## src/rtl/execute_stage.sv

```systemverilog
// -----------------------------------------------------------------------------
// execute_stage
//
// RV32I + M execute stage. Single-cycle ALU operations are computed
// combinationally and registered into the EX/MEM pipeline register.
// M-extension operations (MUL*, DIV*, REM*) are run iteratively: one
// shift-add (multiply) or restoring-divide step per cycle on operand
// magnitudes, with the sign fixed up when the result is registered.
//
// Ports
//   clk, rst            rising-edge clock; asynchronous active-low reset
//   keep                global stall: holds every register in this stage
//   nop                 flush: loads a bubble and aborts any M-op
//   *_in, op_a, op_b    decode-stage control, function codes and operands
//   rs2_in              store data, passed through as read_data2_pype2
//   imm_in, PC_in       branch/JALR immediate and instruction address
//   *_pype2, ALU_co_pype  registered outputs to the memory stage
//   md_busy             combinational stall request while an M-op runs
// -----------------------------------------------------------------------------
module execute_stage (
  input  logic        clk,
  input  logic        rst,
  input  logic        keep,
  input  logic        nop,
  input  logic        RegWrite_in,
  input  logic [1:0]  MemtoReg_in,
  input  logic [1:0]  MemRW_in,
  input  logic [2:0]  MemBranch_in,
  input  logic [6:0]  opcode_in,
  input  logic [2:0]  funct3_in,
  input  logic [6:0]  funct7_in,
  input  logic [31:0] op_a,
  input  logic [31:0] op_b,
  input  logic [31:0] rs2_in,
  input  logic [31:0] imm_in,
  input  logic [31:0] PC_in,
  input  logic [4:0]  WReg_in,
  input  logic [31:0] Instr_in,
  output logic        RegWrite_pype2,
  output logic [1:0]  MemtoReg_pype2,
  output logic [1:0]  MemRW_pype2,
  output logic [2:0]  MemBranch_pype2,
  output logic [2:0]  funct3_pype2,
  output logic [6:0]  opcode_pype2,
  output logic [1:0]  dsize_pype2,
  output logic [31:0] ALU_co_pype,
  output logic [31:0] read_data2_pype2,
  output logic [31:0] PCBranch_pype2,
  output logic [31:0] PCp4_pype2,
  output logic [4:0]  WReg_pype2,
  output logic [31:0] Instraction_pype2,
  output logic        md_busy
);

  localparam logic [6:0] OPC_OP     = 7'b0110011;
  localparam logic [6:0] OPC_OPIMM  = 7'b0010011;
  localparam logic [6:0] OPC_LOAD   = 7'b0000011;
  localparam logic [6:0] OPC_STORE  = 7'b0100011;
  localparam logic [6:0] OPC_BRANCH = 7'b1100011;
  localparam logic [6:0] OPC_JALR   = 7'b1100111;
  localparam logic [6:0] OPC_LUI    = 7'b0110111;
  localparam logic [6:0] OPC_AUIPC  = 7'b0010111;
  localparam logic [6:0] F7_MULDIV  = 7'b0000001;

  localparam logic [2:0] F3_MUL    = 3'b000;
  localparam logic [2:0] F3_MULH   = 3'b001;
  localparam logic [2:0] F3_MULHSU = 3'b010;
  localparam logic [2:0] F3_MULHU  = 3'b011;
  localparam logic [2:0] F3_DIV    = 3'b100;
  localparam logic [2:0] F3_DIVU   = 3'b101;
  localparam logic [2:0] F3_REM    = 3'b110;
  localparam logic [2:0] F3_REMU   = 3'b111;

  localparam logic [1:0] ST_IDLE = 2'b00;
  localparam logic [1:0] ST_BUSY = 2'b01;
  localparam logic [1:0] ST_DONE = 2'b10;

  // EX/MEM pipeline register; a bubble is simply all-zero.
  typedef struct packed {
    logic        reg_write;
    logic [1:0]  memto_reg;
    logic [1:0]  mem_rw;
    logic [2:0]  mem_branch;
    logic [2:0]  funct3;
    logic [6:0]  opcode;
    logic [1:0]  dsize;
    logic [31:0] alu_co;
    logic [31:0] read_data2;
    logic [31:0] pc_branch;
    logic [31:0] pc_p4;
    logic [4:0]  wreg;
    logic [31:0] instr;
  } ex_mem_t;

  ex_mem_t     out_q, out_d;

  logic [1:0]  md_state_q, md_state_d;
  logic [4:0]  md_cnt_q, md_cnt_d;
  logic [2:0]  md_op_q, md_op_d;     // funct3 of the running M-op
  logic        md_neg_q, md_neg_d;   // negate the final magnitude
  logic        md_dz_q, md_dz_d;     // signed DIV by zero
  logic [31:0] md_b_q, md_b_d;       // multiplicand / divisor magnitude
  logic [31:0] md_hi_q, md_hi_d;     // product high / partial remainder
  logic [31:0] md_lo_q, md_lo_d;     // multiplier / dividend -> quotient

  // ---------------------------------------------------------------------------
  // Single-cycle ALU
  // ---------------------------------------------------------------------------
  logic [4:0]  shamt;
  logic [31:0] add_res, sub_res, sll_res, srl_res, sra_res, jalr_target;
  logic        slt_s, slt_u;
  logic [31:0] alu_res;

  assign shamt       = op_b[4:0];
  assign add_res     = op_a + op_b;
  assign sub_res     = op_a - op_b;
  assign sll_res     = op_a << shamt;
  assign srl_res     = op_a >> shamt;
  // Kept as its own assignment so the signed operand is not turned unsigned
  // by a surrounding ternary, which would make >>> a logical shift.
  assign sra_res     = $signed(op_a) >>> shamt;
  assign slt_s       = $signed(op_a) < $signed(op_b);
  assign slt_u       = op_a < op_b;
  assign jalr_target = (op_a + imm_in) & 32'hFFFF_FFFE;

  // NOTE: every combinational output gets a default before the case, so no
  // path through the block can leave it unassigned and infer a latch.
  always_comb begin
    alu_res = '0;
    case (opcode_in)
      OPC_OP, OPC_OPIMM: begin
        case (funct3_in)
          3'b000:  alu_res = (opcode_in == OPC_OP && funct7_in[5]) ? sub_res : add_res;
          3'b001:  alu_res = sll_res;
          3'b010:  alu_res = {31'd0, slt_s};
          3'b011:  alu_res = {31'd0, slt_u};
          3'b100:  alu_res = op_a ^ op_b;
          3'b101:  alu_res = funct7_in[5] ? sra_res : srl_res;
          3'b110:  alu_res = op_a | op_b;
          3'b111:  alu_res = op_a & op_b;
          default: alu_res = '0;
        endcase
      end
      // AUIPC arrives with PC as op_a and the upper immediate as op_b.
      OPC_LOAD, OPC_STORE, OPC_AUIPC: alu_res = add_res;
      OPC_LUI:                        alu_res = op_b;
      OPC_BRANCH: begin
        case (funct3_in)
          3'b000, 3'b001: alu_res = sub_res;          // BEQ/BNE: zero test downstream
          3'b100, 3'b101: alu_res = {31'd0, slt_s};   // BLT/BGE
          3'b110, 3'b111: alu_res = {31'd0, slt_u};   // BLTU/BGEU
          default:        alu_res = '0;
        endcase
      end
      OPC_JALR: alu_res = jalr_target;
      default:  alu_res = '0;
    endcase
  end

  // ---------------------------------------------------------------------------
  // M-extension datapath
  // ---------------------------------------------------------------------------
  logic        m_op;
  logic        a_signed, b_signed, a_neg, b_neg;
  logic [31:0] a_mag, b_mag;

  assign m_op     = (opcode_in == OPC_OP) && (funct7_in == F7_MULDIV);
  assign a_signed = (funct3_in == F3_MULH) || (funct3_in == F3_MULHSU) ||
                    (funct3_in == F3_DIV)  || (funct3_in == F3_REM);
  assign b_signed = (funct3_in == F3_MULH) || (funct3_in == F3_DIV) ||
                    (funct3_in == F3_REM);
  assign a_neg    = a_signed & op_a[31];
  assign b_neg    = b_signed & op_b[31];
  // The most negative value negates to itself, which is the right unsigned
  // magnitude; this also yields the 0x8000_0000 / -1 overflow result.
  assign a_mag    = a_neg ? (32'd0 - op_a) : op_a;
  assign b_mag    = b_neg ? (32'd0 - op_b) : op_b;

  // Shift-add step: {hi,lo} shifts right, adding the multiplicand into hi
  // whenever the multiplier bit leaving lo is set.
  logic [32:0] mul_sum;
  assign mul_sum = {1'b0, md_hi_q} + (md_lo_q[0] ? {1'b0, md_b_q} : 33'd0);

  // Restoring-divide step: shift the next dividend bit into the remainder
  // and subtract the divisor when it fits; the borrow bit says it did not.
  logic [32:0] div_shift, div_diff;
  logic        div_fits;
  assign div_shift = {md_hi_q, md_lo_q[31]};
  assign div_diff  = div_shift - {1'b0, md_b_q};
  assign div_fits  = ~div_diff[32];

  logic [63:0] prod_s;
  logic [31:0] quot_s, rem_s, md_result;

  assign prod_s = md_neg_q ? (64'd0 - {md_hi_q, md_lo_q}) : {md_hi_q, md_lo_q};
  assign quot_s = md_neg_q ? (32'd0 - md_lo_q) : md_lo_q;
  assign rem_s  = md_neg_q ? (32'd0 - md_hi_q) : md_hi_q;

  always_comb begin
    md_result = '0;
    case (md_op_q)
      F3_MUL:                        md_result = prod_s[31:0];
      F3_MULH, F3_MULHSU, F3_MULHU:  md_result = prod_s[63:32];
      // Unsigned division by zero already gives all ones; the signed case
      // would have the sign fix-up applied, so it is forced here.
      F3_DIV, F3_DIVU:               md_result = md_dz_q ? 32'hFFFF_FFFF : quot_s;
      default:                       md_result = rem_s;
    endcase
  end

  // Stall request: held while an M-op waits in IDLE or iterates in BUSY.
  assign md_busy = rst && m_op && (md_state_q == ST_IDLE || md_state_q == ST_BUSY);

  // ---------------------------------------------------------------------------
  // Next-state logic: keep > nop > normal
  // ---------------------------------------------------------------------------
  ex_mem_t normal_out;

  always_comb begin
    normal_out            = '0;
    normal_out.reg_write  = RegWrite_in;
    normal_out.memto_reg  = MemtoReg_in;
    normal_out.mem_rw     = MemRW_in;
    normal_out.mem_branch = MemBranch_in;
    normal_out.funct3     = funct3_in;
    normal_out.opcode     = opcode_in;
    normal_out.dsize      = funct3_in[1:0];
    // In DONE the M-op inputs are still held upstream, so only the data
    // field changes; the control fields come straight from decode.
    normal_out.alu_co     = (m_op && md_state_q == ST_DONE) ? md_result : alu_res;
    normal_out.read_data2 = rs2_in;
    normal_out.pc_branch  = PC_in + imm_in;
    normal_out.pc_p4      = PC_in + 32'd4;
    normal_out.wreg       = WReg_in;
    normal_out.instr      = Instr_in;
  end

  always_comb begin
    out_d      = out_q;
    md_state_d = md_state_q;
    md_cnt_d   = md_cnt_q;
    md_op_d    = md_op_q;
    md_neg_d   = md_neg_q;
    md_dz_d    = md_dz_q;
    md_b_d     = md_b_q;
    md_hi_d    = md_hi_q;
    md_lo_d    = md_lo_q;

    if (keep) begin
      // Everything holds, including during an M-op.
    end else if (nop) begin
      out_d      = '0;
      md_state_d = ST_IDLE;
      md_cnt_d   = '0;
    end else begin
      case (md_state_q)
        ST_IDLE: begin
          if (m_op) begin
            md_state_d = ST_BUSY;
            md_cnt_d   = '0;
            md_op_d    = funct3_in;
            md_neg_d   = (funct3_in == F3_REM) ? a_neg : (a_neg ^ b_neg);
            md_dz_d    = (funct3_in == F3_DIV) && (op_b == 32'd0);
            md_b_d     = b_mag;
            md_hi_d    = '0;
            md_lo_d    = a_mag;
          end
        end
        ST_BUSY: begin
          if (md_op_q[2]) begin
            md_hi_d = div_fits ? div_diff[31:0] : div_shift[31:0];
            md_lo_d = {md_lo_q[30:0], div_fits};
          end else begin
            md_hi_d = mul_sum[32:1];
            md_lo_d = {mul_sum[0], md_lo_q[31:1]};
          end
          md_cnt_d = md_cnt_q + 5'd1;
          if (md_cnt_q == 5'd31) md_state_d = ST_DONE;
        end
        ST_DONE: md_state_d = ST_IDLE;
        default: md_state_d = ST_IDLE;
      endcase
      out_d = md_busy ? ex_mem_t'('0) : normal_out;
    end
  end

  // NOTE: state is updated only with non-blocking assignments so every flop
  // samples the pre-edge values computed above, independent of block order.
  always_ff @(posedge clk or negedge rst) begin
    if (!rst) begin
      out_q      <= '0;
      md_state_q <= ST_IDLE;
      md_cnt_q   <= '0;
      md_op_q    <= '0;
      md_neg_q   <= 1'b0;
      md_dz_q    <= 1'b0;
      md_b_q     <= '0;
      md_hi_q    <= '0;
      md_lo_q    <= '0;
    end else begin
      out_q      <= out_d;
      md_state_q <= md_state_d;
      md_cnt_q   <= md_cnt_d;
      md_op_q    <= md_op_d;
      md_neg_q   <= md_neg_d;
      md_dz_q    <= md_dz_d;
      md_b_q     <= md_b_d;
      md_hi_q    <= md_hi_d;
      md_lo_q    <= md_lo_d;
    end
  end

  assign RegWrite_pype2    = out_q.reg_write;
  assign MemtoReg_pype2    = out_q.memto_reg;
  assign MemRW_pype2       = out_q.mem_rw;
  assign MemBranch_pype2   = out_q.mem_branch;
  assign funct3_pype2      = out_q.funct3;
  assign opcode_pype2      = out_q.opcode;
  assign dsize_pype2       = out_q.dsize;
  assign ALU_co_pype       = out_q.alu_co;
  assign read_data2_pype2  = out_q.read_data2;
  assign PCBranch_pype2    = out_q.pc_branch;
  assign PCp4_pype2        = out_q.pc_p4;
  assign WReg_pype2        = out_q.wreg;
  assign Instraction_pype2 = out_q.instr;

endmodule

```

## config.mk

```make
export PLATFORM = sky130hd
export DESIGN_NAME = execute_stage
export DESIGN_NICKNAME = d
export VERILOG_FILES = /design/src/rtl/execute_stage.sv
export SDC_FILE = /design/constraint.sdc
export NUM_CORES = 2
export LEC_CHECK = 0
export CAP_MARGIN = 40
export CORE_UTILIZATION = 49
export DETAILED_ROUTE_END_ITERATION = 16
export PLACE_DENSITY = 0.72
export SYNTH_ARGS = -nofsm -noshare
export SYNTH_HDL_FRONTEND = slang
export SYNTH_SLANG_ARGS = --single-unit
```

## constraint.sdc

```tcl
create_clock -name clk -period 11.65 [get_ports clk]
set_clock_uncertainty 0.1 [all_clocks]
set_input_delay 3.495 -clock clk [delete_from_list [all_inputs] [get_ports clk]]
set_output_delay 3.495 -clock clk [all_outputs]
set_load 0.005 [all_outputs]
```

==> reports/metrics.yaml <==
global_route:
  grt_pass1_wl_mm: 227
  grt_antenna_before_repair: 18
  grt_overflow_total: 0
  grt_max_degree: 129
  grt_pass1_vias: 34129
  grt_usage: 0.448
hold_path:
  min_from: "md_b_q[11]$_DFFE_PN0P_"
  holdPathStages: 2
  hold_path.class: "reg2reg"
power_and_ir_drop:
  power_density_nw_per_um2: 103
  cellLeakagePower_nw: 16.3
  ir_drop_v: 0.000111
critical_path:
  rr_startpoint: "md_lo_q[31]$_DFFE_PN0P_"
  path_buf_inv: 2
  required_ns: 8.06
  cp-end-kind: "output pin"
  cp_top_family: "buffers and inverters"
  cp-start-kind: "primary input"
  arrival_ns: 6.06
  cp.depth: 6
  critPathKind: "in2out"
  path_cells: "clkdlybuf4s50_1, nor4_1, and3_1, nand3_1, nor3b_1, clkdlybuf4s50_1"
  cp_common_cell: "clkdlybuf4s50_1"
  crit_start: "funct7_in[5]"
  r2r_cells: 14
  crit_slowest_cell: "clkdlybuf4s50_1"
  max_stage_delay_ns: 0.69
  cp_max_fo: 3
cts:
  cts_buffer_depth: 3
  cts_tree: "built"
  clkTransAtPathRegs_ns: 0.06
  holdBufCountCts: 0
  cts_root_buf: "clkbuf_16"
  clk_latency_ns: 0.59
  clock_sinks: 291
  numCtsBuffers: 37
  post_cts.repair.setup_buffers: 0
  cts_resized: 0
  ctsHtreeMaxLevel: 2
floorplanning:
  die_h_um: 260
  start_util: 0.496
  row_count: 94
  die_area_sq_um: 67800
  dieWidth_um: 260
  floorplan.core_area_sq_um: 65900
  pin_count: 412
sta:
  max-slew-margin-rel: 0.249
  setup_violations: 0
  hold_violations: 0
  rsz0062_at_grt: "no"
  setup_tns_ns: 0
  fmax_mhz: 104
  period_share: 0.829
  tightest_slew_ns: 1.13
  post-route-min-period_ns: 9.66
  report.final.slew_viol_count: 0
routing:
  drtAntennaViolNets: 0
  wl_mm: 157
  vias: 36560
  dr.pass1.iters: 6
  via_per_inst: 6.71
  wl_per_cell_um: 28.7
  drt-initial-drc-count: 4849
  drc_errors: 0
logic_synthesis:
  yosysTopAreaCellShare: 0.223
  synth.cell_area_sq_um: 32700
  synth_ff_type: "dfrtp_1"
  synth.most_common_cell: "o21ai_0"
  synth.area.top_cells: "dfrtp_1 22%, ha_1 8.8%, o21ai_0 7.4%"
  synth_enable_flop_cells: 0
  syn_area_per_cell_sq_um: 7.59
  synth_cell_type_count: 97
  ys_seq_elements: 291
  ys_async_sr_fraction: 1.00
  synth_commonest_cells: "483 x o21ai_0, 470 x nand2_1, 357 x nor2_1"
  yosysWarnings: 0
  yosys.area.top_type: "dfrtp_1"
  netlist_instances: 4308
  postSynthNetCount: 4769
  seq_area_frac_synth: 0.223
outcome:
  status: "finished, final reports clean"
finish:
  final_util: 0.589
  nFillCells: 6224
  finalNetCount: 5007
  syn2layout_area_growth_pct: 18.6
  final_layout_size_suffix_gt1_frac: 0.0577
placement:
  hpwl_mm: 120
  port_buffers: 411
  place_congestion: 1.08
job:
  drv_cap: 0
-- placed cells by master (no fill, tap or decap), types with 106 or more instances in the layout --
cell	count
o21ai_0	483
nand2_1	470
clkdlybuf4s50_1	403
nor2_1	352
a21oi_1	345
dfrtp_1	289
ha_1	229
xnor2_1	189
inv_1	172
a22o_1	106
-- per-stage QoR --
stage          hold WS [ns]  instances  power [mW]  setup slack, ns  cell area [sq um]
2_1_floorplan         0.350       4308        2.08             3.29              32700
6_report              0.379       5449        4.01             1.99              38800
4_1_cts               0.384       5437        3.96             2.05              38700
5_1_grt               0.396       5439        4.17             1.90              38700
3_5_place_dp          0.370       5370        2.75             2.05              37500
3_3_place_gp          0.362       5361        2.74             2.12              37300
-- cells by family (layout without fill, tap and decap cells) --
| family | Yosys count | after routing | share of synthesized area |
|---|---|---|---|
| muxes | 151 | 151 | 0.0560 |
| buffers and inverters | 479 | 745 | 0.0569 |
| other | 0 | 11 | 0 |
| xor gates and xnor gates | 285 | 285 | 0.0763 |
| adders and majority gates | 235 | 235 | 0.0913 |
| DFF | 291 | 291 | 0.223 |
| and+or+nand+nor | 1261 | 1261 | 0.176 |
| AOI/OAI and AO/OA | 1606 | 1606 | 0.321 |
-- flip-flops by register name, indices dropped and copies added, names as in the netlist --
register           flops
md_hi_q               32
md_op_q                3
funct3_pype2           3
PCBranch_pype2        32
md_state_q             2
read_data2_pype2      32
RegWrite_pype2         1
md_lo_q               32
opcode_pype2           7
Instraction_pype2     32
PCp4_pype2            32
MemBranch_pype2        3
MemtoReg_pype2         2
MemRW_pype2            2
ALU_co_pype           32
md_b_q                32
md_cnt_q               5
md_neg_q               1
md_dz_q                1
WReg_pype2             5
-- worst min-delay path, cell delays in order, from the launching register on --
cell	delay, ns
dfrtp_1	0.34
nand2_1	0.05
o21ai_0	0.06
-- metal layers --
metal | GRT usage | vias to the layer above | share of wire
li1 | - | 16383 | -
met1 | 0.563 | 17382 | 0.39
met2 | 0.690 | 2210 | 0.44
met3 | 0.110 | 569 | 0.10
met4 | 0.277 | 16 | 0.072
met5 | 0 | - | 0.00068
-- path summary, 6_finish.rpt --
kind                       slack [ns]                 endpoint
setup reg to reg                 6.75  md_hi_q[31]$_DFFE_PN0P_
hold / removal                   0.38   md_b_q[11]$_DFFE_PN0P_
max in group asynchronous        7.53   md_b_q[18]$_DFFE_PN0P_
setup / recovery                 1.99                  md_busy
min in group asynchronous        2.69   md_hi_q[5]$_DFFE_PN0P_
hold reg to reg                  0.38   md_b_q[11]$_DFFE_PN0P_
-- power breakdown --
| group | internal [mW] | total (mW) | switching, mW |
|---|---|---|---|
| Clock | 0.701 | 1.21 | 0.506 |
| Combinational | 0.597 | 1.55 | 0.957 |
| Sequential | 1.11 | 1.25 | 0.141 |
-- area by class of cell --
type,instances,area (sq um),share of cell area
sequential,291,7280,0.188
multi-input combinational,3538,23600,0.609
antenna,11,27.5,0.000710
inverter,177,664,0.0171
clock inverter,11,141,0.00365
clock buffer,56,1100,0.0283
tap,864,1080,0.0279
timing repair buffer,501,4860,0.125
Power figures use the tool's default switching activity.
